<file path="src/rtl/wb_ram_arbiter_if.sv">
// Wishbone bundle for the two-master RAM arbiter: both master ports plus the RAM slave port.
// The slave modport is the arbiter's view; the master modport is the masters + RAM side.
interface wb_ram_arbiter_if #(
  parameter int unsigned ADDR_W = 32,
  parameter int unsigned DATA_W = 32
);
  logic              m0_wb_CYC_I;
  logic              m0_wb_STB_I;
  logic              m0_wb_WE_I;
  logic [3:0]        m0_wb_SEL_I;
  logic [ADDR_W-1:0] m0_wb_ADR_I;
  logic [DATA_W-1:0] m0_wb_DAT_I;
  logic              m0_wb_ACK_O;
  logic [DATA_W-1:0] m0_wb_DAT_O;

  logic              m1_wb_CYC_I;
  logic              m1_wb_STB_I;
  logic              m1_wb_WE_I;
  logic [3:0]        m1_wb_SEL_I;
  logic [ADDR_W-1:0] m1_wb_ADR_I;
  logic [DATA_W-1:0] m1_wb_DAT_I;
  logic              m1_wb_ACK_O;
  logic [DATA_W-1:0] m1_wb_DAT_O;

  logic              s_wb_CYC_O;
  logic              s_wb_STB_O;
  logic              s_wb_WE_O;
  logic [3:0]        s_wb_SEL_O;
  logic [ADDR_W-1:0] s_wb_ADR_O;
  logic [DATA_W-1:0] s_wb_DAT_O;
  logic [DATA_W-1:0] s_wb_DAT_I;
  logic              s_wb_ACK_I;

  modport slave (
    input  m0_wb_CYC_I, m0_wb_STB_I, m0_wb_WE_I, m0_wb_SEL_I, m0_wb_ADR_I, m0_wb_DAT_I,
    output m0_wb_ACK_O, m0_wb_DAT_O,
    input  m1_wb_CYC_I, m1_wb_STB_I, m1_wb_WE_I, m1_wb_SEL_I, m1_wb_ADR_I, m1_wb_DAT_I,
    output m1_wb_ACK_O, m1_wb_DAT_O,
    output s_wb_CYC_O, s_wb_STB_O, s_wb_WE_O, s_wb_SEL_O, s_wb_ADR_O, s_wb_DAT_O,
    input  s_wb_DAT_I, s_wb_ACK_I
  );

  modport master (
    output m0_wb_CYC_I, m0_wb_STB_I, m0_wb_WE_I, m0_wb_SEL_I, m0_wb_ADR_I, m0_wb_DAT_I,
    input  m0_wb_ACK_O, m0_wb_DAT_O,
    output m1_wb_CYC_I, m1_wb_STB_I, m1_wb_WE_I, m1_wb_SEL_I, m1_wb_ADR_I, m1_wb_DAT_I,
    input  m1_wb_ACK_O, m1_wb_DAT_O,
    input  s_wb_CYC_O, s_wb_STB_O, s_wb_WE_O, s_wb_SEL_O, s_wb_ADR_O, s_wb_DAT_O,
    output s_wb_DAT_I, s_wb_ACK_I
  );
endinterface

</file>
<file path="src/rtl/wb_ram_arbiter.sv">
// Two-master round-robin Wishbone arbiter in front of a single RAM slave port, with a
// per-grant hold watchdog that raises a sticky flag when one master keeps the bus too long.
module wb_ram_arbiter #(
  parameter int unsigned ADDR_W   = 32,
  parameter int unsigned DATA_W   = 32,
  parameter int unsigned MAX_HOLD = 64,
  parameter int unsigned HOLD_W   = 7
) (
  input  logic                   clk,
  input  logic                   nRST,
  wb_ram_arbiter_if.slave        bus,
  output logic [1:0]             grant,
  output logic                   hold_timeout,
  input  logic                   timeout_clr
);

  typedef enum logic [1:0] {StIdle, StOwnM0, StOwnM1} state_e;

  state_e            state_q;
  logic [1:0]        grant_q;
  logic              last_owner_q;  // 0 = m0 owned last, 1 = m1 owned last
  logic [HOLD_W-1:0] hold_cnt_q;
  logic              hold_timeout_q;

  logic owned;
  logic hold_hit;
  logic hold_sat;

  assign owned    = (state_q == StOwnM0) || (state_q == StOwnM1);
  assign hold_sat = (hold_cnt_q == HOLD_W'(MAX_HOLD));
  // Fires only on the cycle the counter steps onto MAX_HOLD, so a clear sticks afterwards.
  assign hold_hit = owned && (hold_cnt_q == HOLD_W'(MAX_HOLD - 1));

  always_ff @(posedge clk or negedge nRST) begin
    if (!nRST) begin
      state_q        <= StIdle;
      grant_q        <= 2'b00;
      last_owner_q   <= 1'b1;
      hold_cnt_q     <= '0;
      hold_timeout_q <= 1'b0;
    end else begin
      if (hold_hit) begin
        hold_timeout_q <= 1'b1;
      end else if (timeout_clr) begin
        hold_timeout_q <= 1'b0;
      end

      if (owned && !hold_sat) begin
        hold_cnt_q <= hold_cnt_q + 1'b1;
      end

      case (state_q)
        StIdle: begin
          hold_cnt_q <= '0;
          if (bus.m0_wb_CYC_I && (!bus.m1_wb_CYC_I || last_owner_q)) begin
            state_q <= StOwnM0;
            grant_q <= 2'b01;
          end else if (bus.m1_wb_CYC_I) begin
            state_q <= StOwnM1;
            grant_q <= 2'b10;
          end
        end
        StOwnM0: begin
          if (!bus.m0_wb_CYC_I) begin
            state_q      <= StIdle;
            grant_q      <= 2'b00;
            last_owner_q <= 1'b0;
          end
        end
        StOwnM1: begin
          if (!bus.m1_wb_CYC_I) begin
            state_q      <= StIdle;
            grant_q      <= 2'b00;
            last_owner_q <= 1'b1;
          end
        end
        default: begin
          state_q <= StIdle;
          grant_q <= 2'b00;
        end
      endcase
    end
  end

  assign grant        = grant_q;
  assign hold_timeout = hold_timeout_q;

  // Slave port and ack steering are a pure function of the registered owner.
  always_comb begin
    bus.s_wb_CYC_O  = 1'b0;
    bus.s_wb_STB_O  = 1'b0;
    bus.s_wb_WE_O   = 1'b0;
    bus.s_wb_SEL_O  = 4'h0;
    bus.s_wb_ADR_O  = {ADDR_W{1'b0}};
    bus.s_wb_DAT_O  = {DATA_W{1'b0}};
    bus.m0_wb_ACK_O = 1'b0;
    bus.m1_wb_ACK_O = 1'b0;
    case (state_q)
      StOwnM0: begin
        bus.s_wb_CYC_O  = bus.m0_wb_CYC_I;
        bus.s_wb_STB_O  = bus.m0_wb_STB_I;
        bus.s_wb_WE_O   = bus.m0_wb_WE_I;
        bus.s_wb_SEL_O  = bus.m0_wb_SEL_I;
        bus.s_wb_ADR_O  = bus.m0_wb_ADR_I;
        bus.s_wb_DAT_O  = bus.m0_wb_DAT_I;
        bus.m0_wb_ACK_O = bus.s_wb_ACK_I;
      end
      StOwnM1: begin
        bus.s_wb_CYC_O  = bus.m1_wb_CYC_I;
        bus.s_wb_STB_O  = bus.m1_wb_STB_I;
        bus.s_wb_WE_O   = bus.m1_wb_WE_I;
        bus.s_wb_SEL_O  = bus.m1_wb_SEL_I;
        bus.s_wb_ADR_O  = bus.m1_wb_ADR_I;
        bus.s_wb_DAT_O  = bus.m1_wb_DAT_I;
        bus.m1_wb_ACK_O = bus.s_wb_ACK_I;
      end
      default: ;
    endcase
  end

  assign bus.m0_wb_DAT_O = bus.s_wb_DAT_I;
  assign bus.m1_wb_DAT_O = bus.s_wb_DAT_I;

endmodule

</file>
<file path="src/flat_wrapper.sv">
// flat-port wrapper written by rule: the top's interface ports become plain ports
module wb_ram_arbiter_flat 
#(
  parameter int unsigned ADDR_W   = 32,
  parameter int unsigned DATA_W   = 32,
  parameter int unsigned MAX_HOLD = 64,
  parameter int unsigned HOLD_W   = 7
)
  (clk, nRST, grant, hold_timeout, timeout_clr, bus_m0_wb_CYC_I, bus_m0_wb_STB_I, bus_m0_wb_WE_I, bus_m0_wb_SEL_I, bus_m0_wb_ADR_I, bus_m0_wb_DAT_I, bus_m0_wb_ACK_O, bus_m0_wb_DAT_O, bus_m1_wb_CYC_I, bus_m1_wb_STB_I, bus_m1_wb_WE_I, bus_m1_wb_SEL_I, bus_m1_wb_ADR_I, bus_m1_wb_DAT_I, bus_m1_wb_ACK_O, bus_m1_wb_DAT_O, bus_s_wb_CYC_O, bus_s_wb_STB_O, bus_s_wb_WE_O, bus_s_wb_SEL_O, bus_s_wb_ADR_O, bus_s_wb_DAT_O, bus_s_wb_DAT_I, bus_s_wb_ACK_I);
  wb_ram_arbiter_if #(.ADDR_W(ADDR_W), .DATA_W(DATA_W)) bus_i ();
  input  logic clk;
  input  logic nRST;
  output logic [1:0] grant;
  output logic hold_timeout;
  input  logic timeout_clr;
  input wire logic [$bits(bus_i.m0_wb_CYC_I)-1:0] bus_m0_wb_CYC_I;
  input wire logic [$bits(bus_i.m0_wb_STB_I)-1:0] bus_m0_wb_STB_I;
  input wire logic [$bits(bus_i.m0_wb_WE_I)-1:0] bus_m0_wb_WE_I;
  input wire logic [$bits(bus_i.m0_wb_SEL_I)-1:0] bus_m0_wb_SEL_I;
  input wire logic [$bits(bus_i.m0_wb_ADR_I)-1:0] bus_m0_wb_ADR_I;
  input wire logic [$bits(bus_i.m0_wb_DAT_I)-1:0] bus_m0_wb_DAT_I;
  output wire logic [$bits(bus_i.m0_wb_ACK_O)-1:0] bus_m0_wb_ACK_O;
  output wire logic [$bits(bus_i.m0_wb_DAT_O)-1:0] bus_m0_wb_DAT_O;
  input wire logic [$bits(bus_i.m1_wb_CYC_I)-1:0] bus_m1_wb_CYC_I;
  input wire logic [$bits(bus_i.m1_wb_STB_I)-1:0] bus_m1_wb_STB_I;
  input wire logic [$bits(bus_i.m1_wb_WE_I)-1:0] bus_m1_wb_WE_I;
  input wire logic [$bits(bus_i.m1_wb_SEL_I)-1:0] bus_m1_wb_SEL_I;
  input wire logic [$bits(bus_i.m1_wb_ADR_I)-1:0] bus_m1_wb_ADR_I;
  input wire logic [$bits(bus_i.m1_wb_DAT_I)-1:0] bus_m1_wb_DAT_I;
  output wire logic [$bits(bus_i.m1_wb_ACK_O)-1:0] bus_m1_wb_ACK_O;
  output wire logic [$bits(bus_i.m1_wb_DAT_O)-1:0] bus_m1_wb_DAT_O;
  output wire logic [$bits(bus_i.s_wb_CYC_O)-1:0] bus_s_wb_CYC_O;
  output wire logic [$bits(bus_i.s_wb_STB_O)-1:0] bus_s_wb_STB_O;
  output wire logic [$bits(bus_i.s_wb_WE_O)-1:0] bus_s_wb_WE_O;
  output wire logic [$bits(bus_i.s_wb_SEL_O)-1:0] bus_s_wb_SEL_O;
  output wire logic [$bits(bus_i.s_wb_ADR_O)-1:0] bus_s_wb_ADR_O;
  output wire logic [$bits(bus_i.s_wb_DAT_O)-1:0] bus_s_wb_DAT_O;
  input wire logic [$bits(bus_i.s_wb_DAT_I)-1:0] bus_s_wb_DAT_I;
  input wire logic [$bits(bus_i.s_wb_ACK_I)-1:0] bus_s_wb_ACK_I;
  assign bus_i.m0_wb_CYC_I = bus_m0_wb_CYC_I;
  assign bus_i.m0_wb_STB_I = bus_m0_wb_STB_I;
  assign bus_i.m0_wb_WE_I = bus_m0_wb_WE_I;
  assign bus_i.m0_wb_SEL_I = bus_m0_wb_SEL_I;
  assign bus_i.m0_wb_ADR_I = bus_m0_wb_ADR_I;
  assign bus_i.m0_wb_DAT_I = bus_m0_wb_DAT_I;
  assign bus_m0_wb_ACK_O = bus_i.m0_wb_ACK_O;
  assign bus_m0_wb_DAT_O = bus_i.m0_wb_DAT_O;
  assign bus_i.m1_wb_CYC_I = bus_m1_wb_CYC_I;
  assign bus_i.m1_wb_STB_I = bus_m1_wb_STB_I;
  assign bus_i.m1_wb_WE_I = bus_m1_wb_WE_I;
  assign bus_i.m1_wb_SEL_I = bus_m1_wb_SEL_I;
  assign bus_i.m1_wb_ADR_I = bus_m1_wb_ADR_I;
  assign bus_i.m1_wb_DAT_I = bus_m1_wb_DAT_I;
  assign bus_m1_wb_ACK_O = bus_i.m1_wb_ACK_O;
  assign bus_m1_wb_DAT_O = bus_i.m1_wb_DAT_O;
  assign bus_s_wb_CYC_O = bus_i.s_wb_CYC_O;
  assign bus_s_wb_STB_O = bus_i.s_wb_STB_O;
  assign bus_s_wb_WE_O = bus_i.s_wb_WE_O;
  assign bus_s_wb_SEL_O = bus_i.s_wb_SEL_O;
  assign bus_s_wb_ADR_O = bus_i.s_wb_ADR_O;
  assign bus_s_wb_DAT_O = bus_i.s_wb_DAT_O;
  assign bus_i.s_wb_DAT_I = bus_s_wb_DAT_I;
  assign bus_i.s_wb_ACK_I = bus_s_wb_ACK_I;
  wb_ram_arbiter #(.ADDR_W(ADDR_W), .DATA_W(DATA_W), .MAX_HOLD(MAX_HOLD), .HOLD_W(HOLD_W)) u_core (.clk(clk), .nRST(nRST), .bus(bus_i), .grant(grant), .hold_timeout(hold_timeout), .timeout_clr(timeout_clr));
endmodule
</file>
<file path="config.mk">
export PLATFORM = sky130hd
export DESIGN_NAME = wb_ram_arbiter_flat
export DESIGN_NICKNAME = d
export VERILOG_FILES = /design/src/rtl/wb_ram_arbiter_if.sv /design/src/rtl/wb_ram_arbiter.sv /design/src/flat_wrapper.sv
export SDC_FILE = /design/constraint.sdc
export NUM_CORES = 1
export LEC_CHECK = 0
export CORE_AREA = 3 3 123 125
export DETAILED_ROUTE_END_ITERATION = 6
export DIE_AREA = 0 0 126 128
export PLACE_DENSITY = 0.62
export SLEW_MARGIN = 15
export SYNTH_ARGS = -nofsm -noshare
export SYNTH_HDL_FRONTEND = slang
export SYNTH_SLANG_ARGS = --single-unit
export TNS_END_PERCENT = 10
</file>
<file path="constraint.sdc">
create_clock -name clk -period 1.4 [get_ports clk]
set_input_delay 0.21 -clock clk [delete_from_list [all_inputs] [get_ports clk]]
set_output_delay 0.21 -clock clk [all_outputs]
set_load 0.02 [all_outputs]
</file>
# ---- Word level (Yosys, flattened, before mapping)
# Index checks and enable logic that the tools add are counted.
dict set report totals {
  reg_bits 11
  input_bits 178
  out_inout_bits 140
  word_cells 45
}
dict set report classes {
  addsub 1
  eq_ne 7
  mux 20
  n_reduce_logical 13
}
# operator n
set ops {}
lappend ops {{$pmux 32 s2} 2}
lappend ops {{$mux 7} 2}
lappend ops {{$mux 2} 4}
lappend ops {{$pmux 1 s2} 4}
lappend ops {{$pmux 4 s2} 1}
lappend ops {{$add 7x1->7 const B} 1}
lappend ops {{$eq 7x6->1 const B} 1}
lappend ops {{$eq 7x7->1 const B} 1}
lappend ops {{$mux 1} 6}
lappend ops {{$pmux 2 s3} 1}
lappend ops {{$reduce_and 3->1} 2}
lappend ops {{$reduce_bool 2->1} 3}
lappend ops {{$ne 2x2->1 const B} 2}
lappend ops {{$logic_and 1x1->1} 3}
lappend ops {{$ne 3x2->1 const B} 1}
lappend ops {{$eq 2x1->1 const B} 1}
lappend ops {{$eq 2x2->1 const B} 1}
lappend ops {{$logic_not 1->1} 2}
lappend ops {{$logic_not 2->1} 1}
lappend ops {{$logic_or 1x1->1} 2}

# ---- Logic depth before layout (Yosys ltp)
# Gate-level depths: netlist of the first run.
dict set report logic_depth {
  depth_word 5
  depth_mapped 6
  depth_no_buf 5
}

# ---- Worst setup path after synthesis of the first run
# OpenSTA, ideal clock, no wires.
dict set report synth_timing {
  kind {reg2out}
  startpoint {register u_core.state_q[1]}
  endpoint {output bus_s_wb_DAT_O[10]}
  arrival_time_ns 1.592
  required_time_ns 1.190
  slack_ns -0.402
  stages_incl_launch_ff 7
  n_path_buf 2
  path_cell_list {dfrtp_1 inv_1 ha_1 buf_2 clkbuf_1 a22oi_1 nor2_1}
}
dict set report synth_via {
  elab_chain_len 2
  elab_cells_between_ends 3
  classes_between {eq/ne (2); mux (1)}
}
# item line
set synth_rtl {}
lappend synth_rtl {{start: declaration} wb_ram_arbiter.sv:19} ;# state_e state_q;
lappend synth_rtl {{start signal: assignment} wb_ram_arbiter.sv:36} ;# state_q <= StIdle;
lappend synth_rtl {{start signal: assignment} wb_ram_arbiter.sv:56} ;# state_q <= StOwnM0;
lappend synth_rtl {{start signal: assignment} wb_ram_arbiter.sv:59} ;# state_q <= StOwnM1;
lappend synth_rtl {{$eq 2x2->1 / $eq 2x1->1 (equally long branches)} wb_ram_arbiter.sv:98} ;# case (state_q)
lappend synth_rtl {{$pmux 32 s2 *} wb_ram_arbiter.sv:98}
lappend synth_rtl {{end: declaration} flat_wrapper.sv:37} ;# output wire logic [$bits(bus_i.s_wb_DAT_O)-1:0] bus_s_wb_DAT_O;
# Every way passes the cells marked *; elsewhere a longest branch is shown, timed or not.

# ---- Final worst setup path of the first run
dict set report layout_timing {
  startpoint {register u_core.state_q[1]}
  endpoint {output bus_s_wb_ADR_O[23]}
}
dict set report layout_via {
  elab_chain_len 2
  elab_cells_between_ends 3
  classes_between {eq/ne (2); mux (1)}
}
# item line
set layout_rtl {}
lappend layout_rtl {{$eq 2x2->1 / $eq 2x1->1 (equally long branches)} wb_ram_arbiter.sv:98}
lappend layout_rtl {{$pmux 32 s2 *} wb_ram_arbiter.sv:98}
lappend layout_rtl {{end: declaration} flat_wrapper.sv:36} ;# output wire logic [$bits(bus_i.s_wb_ADR_O)-1:0] bus_s_wb_ADR_O;
# Marked as above.

==> results of run 1 <==
-- Yosys cell counts (2+ instances only) --
cell	instances
and2_1	2
buf_2	3
dfrtp_1	10
a22oi_1	70
nor2b_1	3
nand3_1	2
a21oi_1	4
clkbuf_1	13
or3_1	2
buf_4	64
o21ai_0	5
nor2_1	73
ha_1	6
nand4_1	4
nand2_1	7
buf_1	9
xor2_1	2
inv_1	6
-- stage by stage --
stage | area, sq um | TNS (ns)
after CTS | 5210 | -31.79
after global placement | 4930 | -50.20
after detailed placement | 4930 | -51.62
after floorplan | 2860 | -9.79
final | 5540 | -31.48
after global routing | 5540 | -37.02
-- report_power, final --
part / switching (mW) / internal, mW / total [mW]
logic: 5.74 / 5.49 / 11.2
registers: 0.0865 / 0.394 / 0.481
clock network: 0.147 / 0.383 / 0.530
total: 5.97 / 6.27 / 12.2
-- worst paths after layout --
kind / from / endpoint / slack [ns] / depth (start not counted)
max in group asynchronous: nRST / u_core.last_owner_q / 0.92 / 2
min in group clk: bus_s_wb_DAT_I[16] / bus_m0_wb_DAT_O[16] / 0.42 / 0
hold reg to reg: u_core.hold_timeout / u_core.hold_timeout / 0.52 / 2
setup / recovery: u_core.state_q[1] / bus_s_wb_ADR_O[23] / -0.49 / 7
hold / removal: nRST / u_core.hold_cnt_q[2] / 0.26 / 2
setup reg to reg: u_core.state_q[0] / u_core.last_owner_q / -0.32 / 7
-- cells in the final DEF (no fill, tap or decap), drive strengths merged, types with 2 or more instances in the layout --
master         netlist  final
dfrtp               10     10
xor2                 2      2
a21oi                4      4
o21ai                6      6
nand3                2      2
and2                 2      2
ha                   6      6
buf                 76    123
nand4                5      5
nand2                7      7
or3                  2      2
nor2                73     73
nor2b                3      3
a22oi               71     71
inv                  7      7
clkbuf              13      8
clkdlybuf4s50        0    145
-- worst max-delay path, delay by kind of cell, from the launching register on --
family	cells	cell delay, ns
DFF	1	0.45
AOI/OAI and AO/OA	1	0.08
and+or+nand+nor	1	0.09
adders and majority gates	1	0.23
buffers and inverters	4	0.58
-- registers in the layout (all words and copies together) (netlist names) --
signal and cells:
u_core.hold_timeout 1, u_core.hold_cnt_q 7, u_core.last_owner_q 1, u_core.state_q 2
-- final cells by class --
type                       count  area, sq um
timing repair buffer         275         2920
fill                        1369         8450
clock buffer                   4         78.8
tap                          180          225
sequential                    11          279
multi-input combinational    194         1990
inverter                       7         38.8
-- repair_timing --
item / 4_1_cts / 5_1_grt
buffers inserted: 3 / 9
gates cloned: 2 / 4
resized for setup: 410 / 59
setup endpoints to repair: 86 / 85
pin swaps: 19 / 27
-- logic make-up after synthesis --
logic type / after synthesis
buf+inv: 96
fa+ha+maj: 6
simple gates: 98
compound gates: 86
mux: 2
flops: 11
xor+xnor: 2
-- routing by layer --
layer | global-route usage, % | vias up | part of all wire, %
met5 | 0 | - | 0
met4 | 2.15 | 0 | 1.3
met3 | 2.83 | 22 | 7.7
met1 | 14.1 | 1403 | 35
met2 | 24.8 | 139 | 56
li1 | - | 1387 | -
==> flow_metrics.env, run 1 <==
export IMPL_initial_core_util_pct=14.7
export IMPL_cp_start_kind="flip-flop"
export IMPL_diodes=0
export IMPL_holdBufCountCts=0
export IMPL_synth_top_flop_cell="dfrtp_1"
export IMPL_hold_class="in2async"
export IMPL_die_h_um=128
export IMPL_synthTopCellsByArea="a22oi_1, buf_4, nor2_1"
export IMPL_avgSynthCellArea_sq_um=6.84
export IMPL_die_x_um=126
export IMPL_grt_pass1_vias=3115
export IMPL_fmax_ghz=0.530
export IMPL_cap_violations=0
export IMPL_ys_seq_area_share_pct=13.4
export IMPL_cts_max_path_buffers=2
export IMPL_fin_cells=671
export IMPL_synthXorXnorAreaFrac_pct=0.851
export IMPL_drive_gt1_share_pct=53.4
export IMPL_antenna_found_initial=0
export IMPL_netlist_area_sq_um=2060
export IMPL_gp_congestion=0.859
export IMPL_synth_top_area_share_pct=25.5
export IMPL_vdd_drop_max_v=0.000718
export IMPL_synth_top_family_by_area="compound AO/OA/AOI/OAI gates"
export IMPL_max_slew_worst_pin_slew_ns=0.281
export IMPL_rows=43
export IMPL_fin_skew_ns=0.00274
export IMPL_clkLatencyLatePin_ns=0.24
export IMPL_dpl_hpwl_um=8530
export IMPL_synth_edff_count=0
export IMPL_ant_nets=0
export IMPL_finalCritPeriodShare_pct=135
export IMPL_crit_type="reg2out"
export IMPL_drt_pass1_iter_count=4
export IMPL_grt_pass1_wl_um=16900
export IMPL_placed_cells=649
export IMPL_final_nets=676
export IMPL_fin_hold_ws_ns=0.259
export IMPL_finalHoldViolations=0
export IMPL_arrival_ns=1.68
export IMPL_globalRouteOverflowTotal=0
export IMPL_finalSetupViolCount=82
export IMPL_final_max_slew_viol_count=0
export IMPL_syn_num_nets=485
export IMPL_die_area_sq_um=16100
export IMPL_fin_util_pct=39.6
export IMPL_portBuffers=221
export IMPL_cellPowerDensity_nw_per_um2=2210
export IMPL_drt_iter0_drc=87
export IMPL_crit_path_top_delay_cell="dfrtp_2"
export IMPL_yosys_area_top_type="a22oi_1"
export IMPL_status="finished with violations"
export IMPL_grt_max_degree=29
export IMPL_wl_per_cell_um=17.1
export IMPL_p_leak_nw=2.00
export IMPL_period_minus_slack_ns=1.89
export IMPL_htreeDepth=1
export IMPL_rsz0062_at_grt="true"
export IMPL_violations="setup timing"
export IMPL_area_growth_syn_to_layout_pct=169
export IMPL_cts_made_buffers=3
export IMPL_crit_chain="inv_4, ha_4, buf_12, a22oi_1, buf_4, nor2_4, buf_2"
export IMPL_async_flop_share_pct=100
export IMPL_synth_fa_ha_area_share_pct=3.65
export IMPL_total_power_mw=12.2
export IMPL_endpoint_kind="output port"
export IMPL_ys_warn_count=0
export IMPL_coreArea_sq_um=14000
export IMPL_io_pins=318
export IMPL_cts_root_buf="clkbuf_16"
export IMPL_preCtsSetupSlack_ns=-0.751
export IMPL_drc=0
export IMPL_synth_cells=301
export IMPL_relSlewSlack_pct=80.9
export IMPL_clkSinkCount=11
export IMPL_fin_ws_ns=-0.488
export IMPL_synthSimpleGateAreaFrac_pct=20.9
export IMPL_yosysUniqueCellTypes=34
export IMPL_synth_compound_area_share_pct=30.8
export IMPL_cts_tree="yes"
export IMPL_cp_max_fo=20
export IMPL_vias=2951
export IMPL_ys_seq_elements=11
export IMPL_path_clk_slew_ns=0.04
export IMPL_routed_wl_um=11500
export IMPL_slowest_delay_ns=0.45
export IMPL_via_per_inst=4.40
export IMPL_synthMuxAreaShare_pct=1.03
export IMPL_grt_usage_pct=12.7
export IMPL_cp_required_ns=1.19
Power figures use the tool's default switching activity.
==> run 2, diff against run 1 <==
- SETUP_SLACK_MARGIN: default -> 0.4
==> run 2 against run 1 <==
The run still ends with setup timing left. Wire length about the same. Total power hardly changed. Core utilization about the same. Sequential power is essentially flat. Hold slack did not move. First-iteration DRC count unchanged. Non-clock buffer count did not move. Combinational power hardly changed. Maximum frequency is 0.14% higher. Critical endpoint unchanged. Largest cell class unchanged. Largest power group unchanged.
==> flow_metrics.env, run 2 (same netlist as run 1, synthesis figures left out) <==
export IMPL_htreeDepth=1
export IMPL_layout_commonest_cell="clkdlybuf4s50_1"
export IMPL_clkLatencyLatePin_ns=0.24
export IMPL_via_per_inst=4.40
export IMPL_period_minus_slack_ns=1.89
export IMPL_gp_congestion=0.859
export IMPL_final_max_slew_viol_count=0
export IMPL_cts_max_path_buffers=2
export IMPL_antenna_found_initial=0
export IMPL_max_slew_worst_pin_slew_ns=0.281
export IMPL_area_growth_syn_to_layout_pct=169
export IMPL_initial_core_util_pct=14.7
export IMPL_violations="setup timing"
export IMPL_placed_cells=649
export IMPL_largest_register_ffs=7
export IMPL_rows=43
export IMPL_ant_nets=0
export IMPL_placed_area_sq_um=4930
export IMPL_drt_pass1_iter_count=4
export IMPL_cp_required_ns=1.19
export IMPL_routed_wl_um=11500
export IMPL_globalRouteOverflowTotal=0
export IMPL_grt_pass1_wl_um=16900
export IMPL_reg2reg_slack_ns=-0.32
export IMPL_coreArea_sq_um=14000
export IMPL_die_x_um=126
export IMPL_finalCritPeriodShare_pct=135
export IMPL_die_area_sq_um=16100
export IMPL_final_cell_mix="clkdlybuf4s50_1, nor2_4, buf_6"
export IMPL_cap_violations=0
export IMPL_grt_max_degree=29
export IMPL_r2r_cells=7
export IMPL_finalSetupViolCount=82
export IMPL_fin_util_pct=39.6
export IMPL_largest_register="u_core.hold_cnt_q"
export IMPL_crit_chain="inv_4, ha_4, buf_12, a22oi_1, buf_4, nor2_4, buf_2"
export IMPL_hold_class="in2async"
export IMPL_cts_tree="yes"
export IMPL_drc=0
export IMPL_wirelength_met1_um=4050
export IMPL_slowest_delay_ns=0.45
export IMPL_total_power_mw=12.2
export IMPL_vias=2955
export IMPL_cp_max_fo=20
export IMPL_cp_start_kind="flip-flop"
export IMPL_grt_usage_pct=12.7
export IMPL_finalHoldViolations=0
export IMPL_r2r_end="u_core.last_owner_q"
export IMPL_met2_length_um=6430
export IMPL_preCtsSetupSlack_ns=-0.751
export IMPL_relSlewSlack_pct=80.9
export IMPL_endpoint_kind="output port"
export IMPL_dpl_hpwl_um=8530
export IMPL_status="finished with violations"
export IMPL_largest_registers="u_core.hold_cnt_q: 7 flops, u_core.state_q: 2 flops"
export IMPL_dr_max_layer_used="met4"
export IMPL_cts_made_buffers=3
export IMPL_r2r_start="u_core.state_q[0]"
export IMPL_final_area_sq_um=5530
export IMPL_crit_type="reg2out"
export IMPL_clkSinkCount=11
export IMPL_p_leak_nw=1.99
export IMPL_portBuffers=221
export IMPL_vdd_drop_max_v=0.000718
export IMPL_rsz0062_at_grt="true"
export IMPL_drive_gt1_share_pct=53.8
export IMPL_grt_pass1_vias=3115
export IMPL_fmax_ghz=0.530
export IMPL_cts_root_buf="clkbuf_16"
export IMPL_met3_length_um=865
export IMPL_wl_per_cell_um=17.1
export IMPL_diodes=0
export IMPL_drt_iter0_drc=87
export IMPL_crit_path_top_delay_cell="dfrtp_2"
export IMPL_final_nets=676
export IMPL_arrival_ns=1.68
export IMPL_fin_cells=671
export IMPL_die_h_um=128
export IMPL_holdBufCountCts=0
export IMPL_fin_ws_ns=-0.485
export IMPL_cellPowerDensity_nw_per_um2=2210
export IMPL_fin_skew_ns=0.00274
export IMPL_path_clk_slew_ns=0.04
export IMPL_io_pins=318
## run 2: cell types whose count changed in the layout (fill, tap and decap cells not counted)
cell	previous run	this run
buf_6	55	56
clkdlybuf4s15_1	1	0
dlymetal6s2s_1	1	0
buf_4	45	46
## run 2: where the power goes
part	leakage, nW	switching, mW	internal (mW)
Combinational	1.81	5.74	5.49
Sequential	0.144	0.0865	0.394
Clock	0.0382	0.147	0.383
## run 2: layout make-up
type,instances,area (sq um)
fill,1370,8460
sequential,11,279
clock buffer,4,78.8
inverter,7,38.8
tap,180,225
multi-input combinational,194,1990
timing repair buffer,275,2920
## run 2: layer usage
| layer | vias up | track usage, % |
|---|---|---|
| met1 | 1413 | 14.1 |
| met4 | 0 | 2.15 |
| met3 | 22 | 2.83 |
| met5 | - | 0 |
| met2 | 133 | 24.8 |
| li1 | 1387 | - |
## run 2: repair_timing
item,CTS,global route
cloned,2,4
endpoints found under the setup margin,87,87
pin swaps,19,27
gates resized for setup,418,60
buffers inserted,3,9
## run 2: worst max-delay path by stage
stage	start	end	slack, ns	cells past startpoint
after CTS	u_core.state_q[1]	bus_s_wb_ADR_O[23]	-0.60	7
after detailed placement	u_core.state_q[0]	bus_s_wb_ADR_O[13]	-0.75	6
after global placement	u_core.state_q[0]	bus_s_wb_ADR_O[4]	-0.73	7
final	u_core.state_q[1]	bus_s_wb_ADR_O[23]	-0.49	7
after floorplan	u_core.state_q[0]	u_core.last_owner_q	-0.16	6
after global routing	u_core.state_q[0]	bus_s_wb_ADR_O[27]	-0.55	6
## run 2: worst max-delay path: cells and delay by family (launching register included)
kind	cells	cell delay, ns
adder cells (fa/ha/maj)	1	0.23
flip-flops	1	0.45
AND/OR/NAND/NOR	1	0.09
buffers and inverters	4	0.58
AO/OA/AOI/OAI	1	0.08
## run 2: metrics by stage
step                      hold WS (ns)  setup TNS (ns)
final                            0.259          -31.45
after global placement           0.420          -50.20
after global routing             0.276          -37.02
after CTS                        0.270          -31.79
after floorplan                -0.0856           -9.79
after detailed placement         0.420          -51.62
==> run 3, diff against run 2 <==
- PLACE_DENSITY: 0.62 -> 0.6
- clock period: 1.4 -> 2.4 ns (I/O delays scaled with it)
==> run 3 against run 2 <==
The flow now finishes without violations. Combinational power decreased by 64%. Die area is the same. Critical path depth down 1. Highest routed layer unchanged.
==> flow_metrics.env, run 3 (same netlist as run 1, synthesis figures left out) <==
export IMPL_path_clk_slew_ns=0.04
export IMPL_crit_path_start="u_core.state_q[1]"
export IMPL_dpl_hpwl_um=7470
export IMPL_fin_tns_setup_ns=0
export IMPL_largest_registers="u_core.hold_cnt_q: 7 flops, u_core.state_q: 2 flops"
export IMPL_reg2reg_slack_ns=0.66
export IMPL_finalSetupViolCount=0
export IMPL_cp_required_ns=2.04
export IMPL_cap_violations=0
export IMPL_gp_congestion=0.826
export IMPL_clkLatencyLatePin_ns=0.23
export IMPL_max_slew_worst_pin_slew_ns=0.506
export IMPL_htreeDepth=1
export IMPL_coreArea_sq_um=14000
export IMPL_placed_cells=619
export IMPL_drt_iter0_drc=105
export IMPL_routed_wl_um=10900
export IMPL_initial_core_util_pct=14.7
export IMPL_r2r_end="u_core.last_owner_q"
export IMPL_fmax_ghz=0.475
export IMPL_globalRouteOverflowTotal=0
export IMPL_clkSinkCount=11
export IMPL_die_x_um=126
export IMPL_holdBufCountCts=0
export IMPL_portBuffers=221
export IMPL_grt_pass1_wl_um=15800
export IMPL_area_growth_syn_to_layout_pct=102
export IMPL_drt_pass1_iter_count=4
export IMPL_arrival_ns=1.74
export IMPL_grt_max_degree=32
export IMPL_final_max_slew_viol_count=0
export IMPL_crit_path_top_delay_cell="dfrtp_1"
export IMPL_final_cell_mix="clkdlybuf4s50_1, nor2_1, a22oi_1"
export IMPL_crit_type="reg2out"
export IMPL_largest_register_ffs=7
export IMPL_endpoint_kind="output port"
export IMPL_antenna_found_initial=0
export IMPL_via_per_inst=4.43
export IMPL_cts_made_buffers=3
export IMPL_fin_ws_ns=0.296
export IMPL_relSlewSlack_pct=66.2
export IMPL_fin_hold_ws_ns=0.471
export IMPL_critPathCapture="bus_s_wb_DAT_O[11]"
export IMPL_period_minus_slack_ns=2.10
export IMPL_fin_cells=635
export IMPL_wl_per_cell_um=17.1
export IMPL_slowest_delay_ns=0.39
export IMPL_largest_register="u_core.hold_cnt_q"
export IMPL_crit_chain="buf_4, ha_4, buf_12, a22oi_1, nor2_1, clkdlybuf4s15_1"
export IMPL_cts_root_buf="clkbuf_16"
export IMPL_status="complete, no violations"
export IMPL_fin_skew_ns=0.000701
export IMPL_grt_pass1_vias=2952
export IMPL_total_power_mw=4.64
export IMPL_cts_max_path_buffers=2
export IMPL_die_h_um=128
export IMPL_vdd_drop_max_v=0.000503
export IMPL_grt_usage_pct=12.2
export IMPL_finalCritPeriodShare_pct=87.7
export IMPL_hold_class="in2async"
export IMPL_r2r_cells=6
export IMPL_ant_nets=0
export IMPL_rows=43
export IMPL_diodes=0
export IMPL_cp_max_fo=22
export IMPL_rsz0062_at_grt="true"
export IMPL_vias=2814
export IMPL_finalHoldViolations=0
export IMPL_final_nets=640
export IMPL_preCtsSetupSlack_ns=0.116
export IMPL_drc=0
export IMPL_p_leak_nw=1.70
export IMPL_cts_tree="yes"
export IMPL_io_pins=318
export IMPL_r2r_start="u_core.state_q[1]"
export IMPL_layout_commonest_cell="clkdlybuf4s50_1"
export IMPL_drive_gt1_share_pct=20.4
export IMPL_cellPowerDensity_nw_per_um2=1110
export IMPL_cp_start_kind="flip-flop"
export IMPL_die_area_sq_um=16100
==> run 3: critical path, delay by kind of cell (launching register included) <==
kind,cells,cell delay [ns]
buffers and inverters,3,0.62
AO/OA/AOI/OAI,1,0.23
adder cells (fa/ha/maj),1,0.19
AND/OR/NAND/NOR,1,0.06
flip-flops,1,0.39
==> run 3: power by group <==
part           total (mW)  internal [mW]  switching, mW
logic                4.07           1.86           2.21
clock network       0.295          0.222         0.0730
registers           0.266          0.227         0.0392
total                4.64           2.31           2.33
==> run 3: per-layer routing <==
layer	part of all wire [%]	wire (um)	vias to the layer above	track usage [%]
met4	1.9	211	0	3.03
met3	9.8	1070	29	3.04
met5	0	0	-	0
met2	49	5330	181	22.5
li1	-	-	1312	-
met1	39	4240	1292	14.1
==> run 3: how the worst min path moves through the flow <==
| stage | slack, ns | endpoint | cells past startpoint |
|---|---|---|---|
| detailed placement | 0.53 | u_core.hold_timeout | 2 |
| CTS | 0.49 | u_core.hold_timeout | 1 |
| global route | 0.52 | u_core.hold_cnt_q[0] | 1 |
| global placement | 0.51 | u_core.hold_timeout | 2 |
| floorplan | 0.06 | u_core.hold_cnt_q[0] | 0 |
| finish | 0.47 | u_core.hold_cnt_q[6] | 1 |
==> run 3: layout make-up <==
type / instances / area (sq um)
clock buffer: 4 / 78.8
fill: 1513 / 9830
multi-input combinational: 194 / 1250
sequential: 11 / 277
timing repair buffer: 239 / 2300
tap: 180 / 225
inverter: 7 / 31.3
==> run 3: through the flow <==
step	utilization (%)	cell area (sq um)
after floorplan	-	2060
after global placement	28.8	4030
after detailed placement	28.8	4030
after CTS	30.7	4290
after global routing	29.7	4160
final	29.7	4160
==> run 3: what timing repair did <==
action,in CTS,in global routing
pin swaps,1,1
setup endpoints to repair,73,73
setup buffers,5,1
resized for setup,106,117
hold endpoints to repair,0,0
cloned,6,0
==> edit: new RTL, flow settings as in run 1 <==
Put one more register stage on the output `hold_timeout`, with the module's reset. The value now appears one clock later. The other outputs are not delayed to match.
--- a/src/rtl/wb_ram_arbiter.sv
+++ b/src/rtl/wb_ram_arbiter.sv
@@ -83,7 +83,13 @@
   end
 
   assign grant        = grant_q;
-  assign hold_timeout = hold_timeout_q;
+  always_ff @(posedge clk or negedge nRST) begin
+    if (!nRST) begin
+      hold_timeout <= '0;
+    end else begin
+      hold_timeout <= hold_timeout_q;
+    end
+  end
 
   // Slave port and ack steering are a pure function of the registered owner.
   always_comb begin
Behaviour: same outputs for any inputs over 10 cycles, from zero or initial values and one cycle with nRST low; that may be too few to reach the edited logic, so the function may still have changed.
==> edit against run 1 <==
  * The flow still finishes with violations (negative setup slack)
  * Design area up 3.4%
  * Sequential cell count up 1
  * Die area unchanged
  * Sequential share of layout area up 0.27 points
  * Power down 0.25%
  * Worst setup slack better by 0.040 ns
  * Routed wire length up 2.9%
  * Clock power up 1%
  * Synthesized area up 1.9%
  * Cell count down 1.0%
  * First-iteration DRC count down 15%
  * Global-route usage up 0.47 points
  * Worst hold slack better by 0.012 ns
  * Largest cell class unchanged
  * Largest power group unchanged
  * Highest routed layer unchanged
==> edit: results (changes against run 1) <==
| Metric | Value |
|---|---|
| Result of the run | complete, but fails checks |
| Violated checks | negative setup slack |
| Number of fillers in the final layout | 1,339 (-2.2%) |
| Number of nets produced by synthesis | 486 (+0.21%) |
| CTS H-Tree Depth | 1 (unchanged) |
| Fin Setup TNS | -29.44 ns (+2.04 ns) |
| Most numerous cell types in the synthesized netlist | sky130_fd_sc_hd__nor2_1 (73), sky130_fd_sc_hd__a22oi_1 (70), sky130_fd_sc_hd__buf_4 (64) |
| Port Buf Inserts | 221 (unchanged) |
| Post-synthesis async set-or-reset flop share | 100% (unchanged) |
| Detailed placer's ending HPWL | 8.02 mm (-5.9%) |
| Maximum vdd ir drop | 0.931 mV (+30%) |
| Total Nets Final | 669 (-1.0%) |
| Registers with the most flip-flops | u_core.hold_cnt_q x7, u_core.state_q x2 |
| Number of global-route vias before repair | 3,204 (+2.9%) |
| Minimum setup slack in the final design | -0.448 ns (+0.0401 ns) |
| TritonCTS Buffers | 3 (unchanged) |
| Clock slew at reported path FFs | 0.04 ns (about the same) |
| Post-DR vias/cell | 4.47 (+1.6%) |
| Top post-synthesis cells by area | sky130_fd_sc_hd__a22oi_1 (25%), sky130_fd_sc_hd__buf_4 (23%), sky130_fd_sc_hd__dfrtp_1 (13%), sky130_fd_sc_hd__nor2_1 (13%), sky130_fd_sc_hd__buf_2 (3.6%) |
| Leakage Power | 1.99 nW (-0.54%) |
| Post-route worst hold slack | 0.271 ns (+0.0116 ns) |
| Reg-to-reg setup timing slack | -0.35 ns (-0.03 ns) |
| Worst rel slew slack | 78.8% (-2.2 points) |
| 1st-pass router iterations | 4 (unchanged) |
| ANT cells | 0 (unchanged) |
| # setup viols final | 84 (+2.4%) |
| CTS root buf | sky130_fd_sc_hd__clkbuf_16 |
| GRT Util Overall | 13.1% (+0.47 points) |
| Primary FF master, synth | sky130_fd_sc_hd__dfrtp_1 |
| Cell variety after synth | 33 (-2.9%) |
| Worst setup skew after layout | 0.00119 ns (-0.00155 ns) |
| Post-detailed-routing wire length | 11.8 mm (+2.9%) |
| Violation count after the first detailed-routing iteration | 74 (-15%) |
| Largest fanout of any net on the critical path | 16 (-20%) |
| Antenna violations before repair | 0 (unchanged) |
| Largest net degree at the start of global routing | 21 (-28%) |
| Final weighted congestion in routability-driven placement | 0.763 (-11%) |
| Fraction of layout instances using a drive strength above 1 | 59.3% (+5.9 points) |
| Share of synthesized area occupied by flip-flops and latches | 14.4% (+0.94 points) |
| Worst hold path type | in -> async |
| Global-route wire length before repair | 17.4 mm (+2.6%) |
| Clk_lat worst skew | 0.24 ns (about the same) |
| Worst setup timing slack at the placement stage | -0.687 ns (+0.0637 ns) |
[edit: changes by cell type after synthesis, moves of 2 or more]
cell and delta:
sky130_fd_sc_hd__buf_1 -9, sky130_fd_sc_hd__buf_2 +12, sky130_fd_sc_hd__clkbuf_1 -3, sky130_fd_sc_hd__nand3_1 +2
[edit: report_power, final]
part           switching [mW]  total, mW  internal (mW)
clock network           0.153      0.537          0.384
logic                    5.90       11.2           5.27
registers              0.0873      0.510          0.423
total                    6.14       12.2           6.08
[edit: timing repair]
| action | in CTS | in global routing |
|---|---|---|
| buffers inserted | 4 | 3 |
| pin swaps | 23 | 30 |
| gates cloned | 8 | 2 |
| endpoints found under the setup margin | 86 | 85 |
| endpoints found under the hold margin | 0 | 0 |
| resized for setup | 464 | 74 |
[edit: through the flow]
stage / std cells / cell area [um^2] / power (mW) / utilization (%)
6_report: 664 / 5730 / 12.2 / 40.9
5_1_grt: 664 / 5730 / 12.8 / 40.9
4_1_cts: 662 / 5460 / 11.6 / 39.1
3_5_place_dp: 646 / 4840 / 9.17 / 34.6
3_3_place_gp: 646 / 4840 / 9.05 / 34.6
2_1_floorplan: 302 / 2830 / 6.82 / -
[edit: cell type report]
cell class                 count  area (um^2)  share of cell area [%]
inverter                       7         38.8                   0.677
sequential                    12          304                    5.31
timing repair inverter         1         8.76                   0.153
tap                          180          225                    3.93
timing repair buffer         266         2930                    51.2
multi-input combinational    194         2140                    37.4
clock buffer                   4         78.8                    1.38
[edit: routing by layer]
layer | GRT usage [%] | share of wire, % | vias up
met2 | 24.5 | 54 | 125
met5 | 0 | 0 | -
li1 | - | - | 1383
met4 | 3.15 | 2.1 | 0
met1 | 15.4 | 37 | 1419
met3 | 2.58 | 6.8 | 40
[edit: worst paths after layout]
check | cells past startpoint | from | endpoint
max | 7 | u_core.state_q[0] | bus_s_wb_SEL_O[1]
min | 2 | nRST | u_core.hold_cnt_q[5]
max reg2reg | 7 | u_core.state_q[1] | u_core.last_owner_q
min reg2reg | 0 | u_core.hold_timeout_q | u_core.hold_timeout
max in group asynchronous | 2 | nRST | u_core.last_owner_q
min in group clk | 0 | u_core.hold_timeout_q | u_core.hold_timeout
[edit: cells by family after synthesis]
kind of cell	count (synthesis)	synth area share, %
mux	2	1.01
xor+xnor	2	0.835
buf+inv	96	29.5
fa+ha+maj	6	3.58
simple gates	98	20.5
flops	12	14.4
compound gates	86	30.2
[edit: worst max-delay path, stage by stage (launching register included)]
cell                      delay (ns)
sky130_fd_sc_hd__dfrtp_2        0.42
sky130_fd_sc_hd__inv_4          0.07
sky130_fd_sc_hd__ha_4           0.19
sky130_fd_sc_hd__buf_12         0.14
sky130_fd_sc_hd__buf_16         0.16
sky130_fd_sc_hd__a22oi_2        0.25
sky130_fd_sc_hd__nor2_4         0.04
sky130_fd_sc_hd__buf_6          0.13
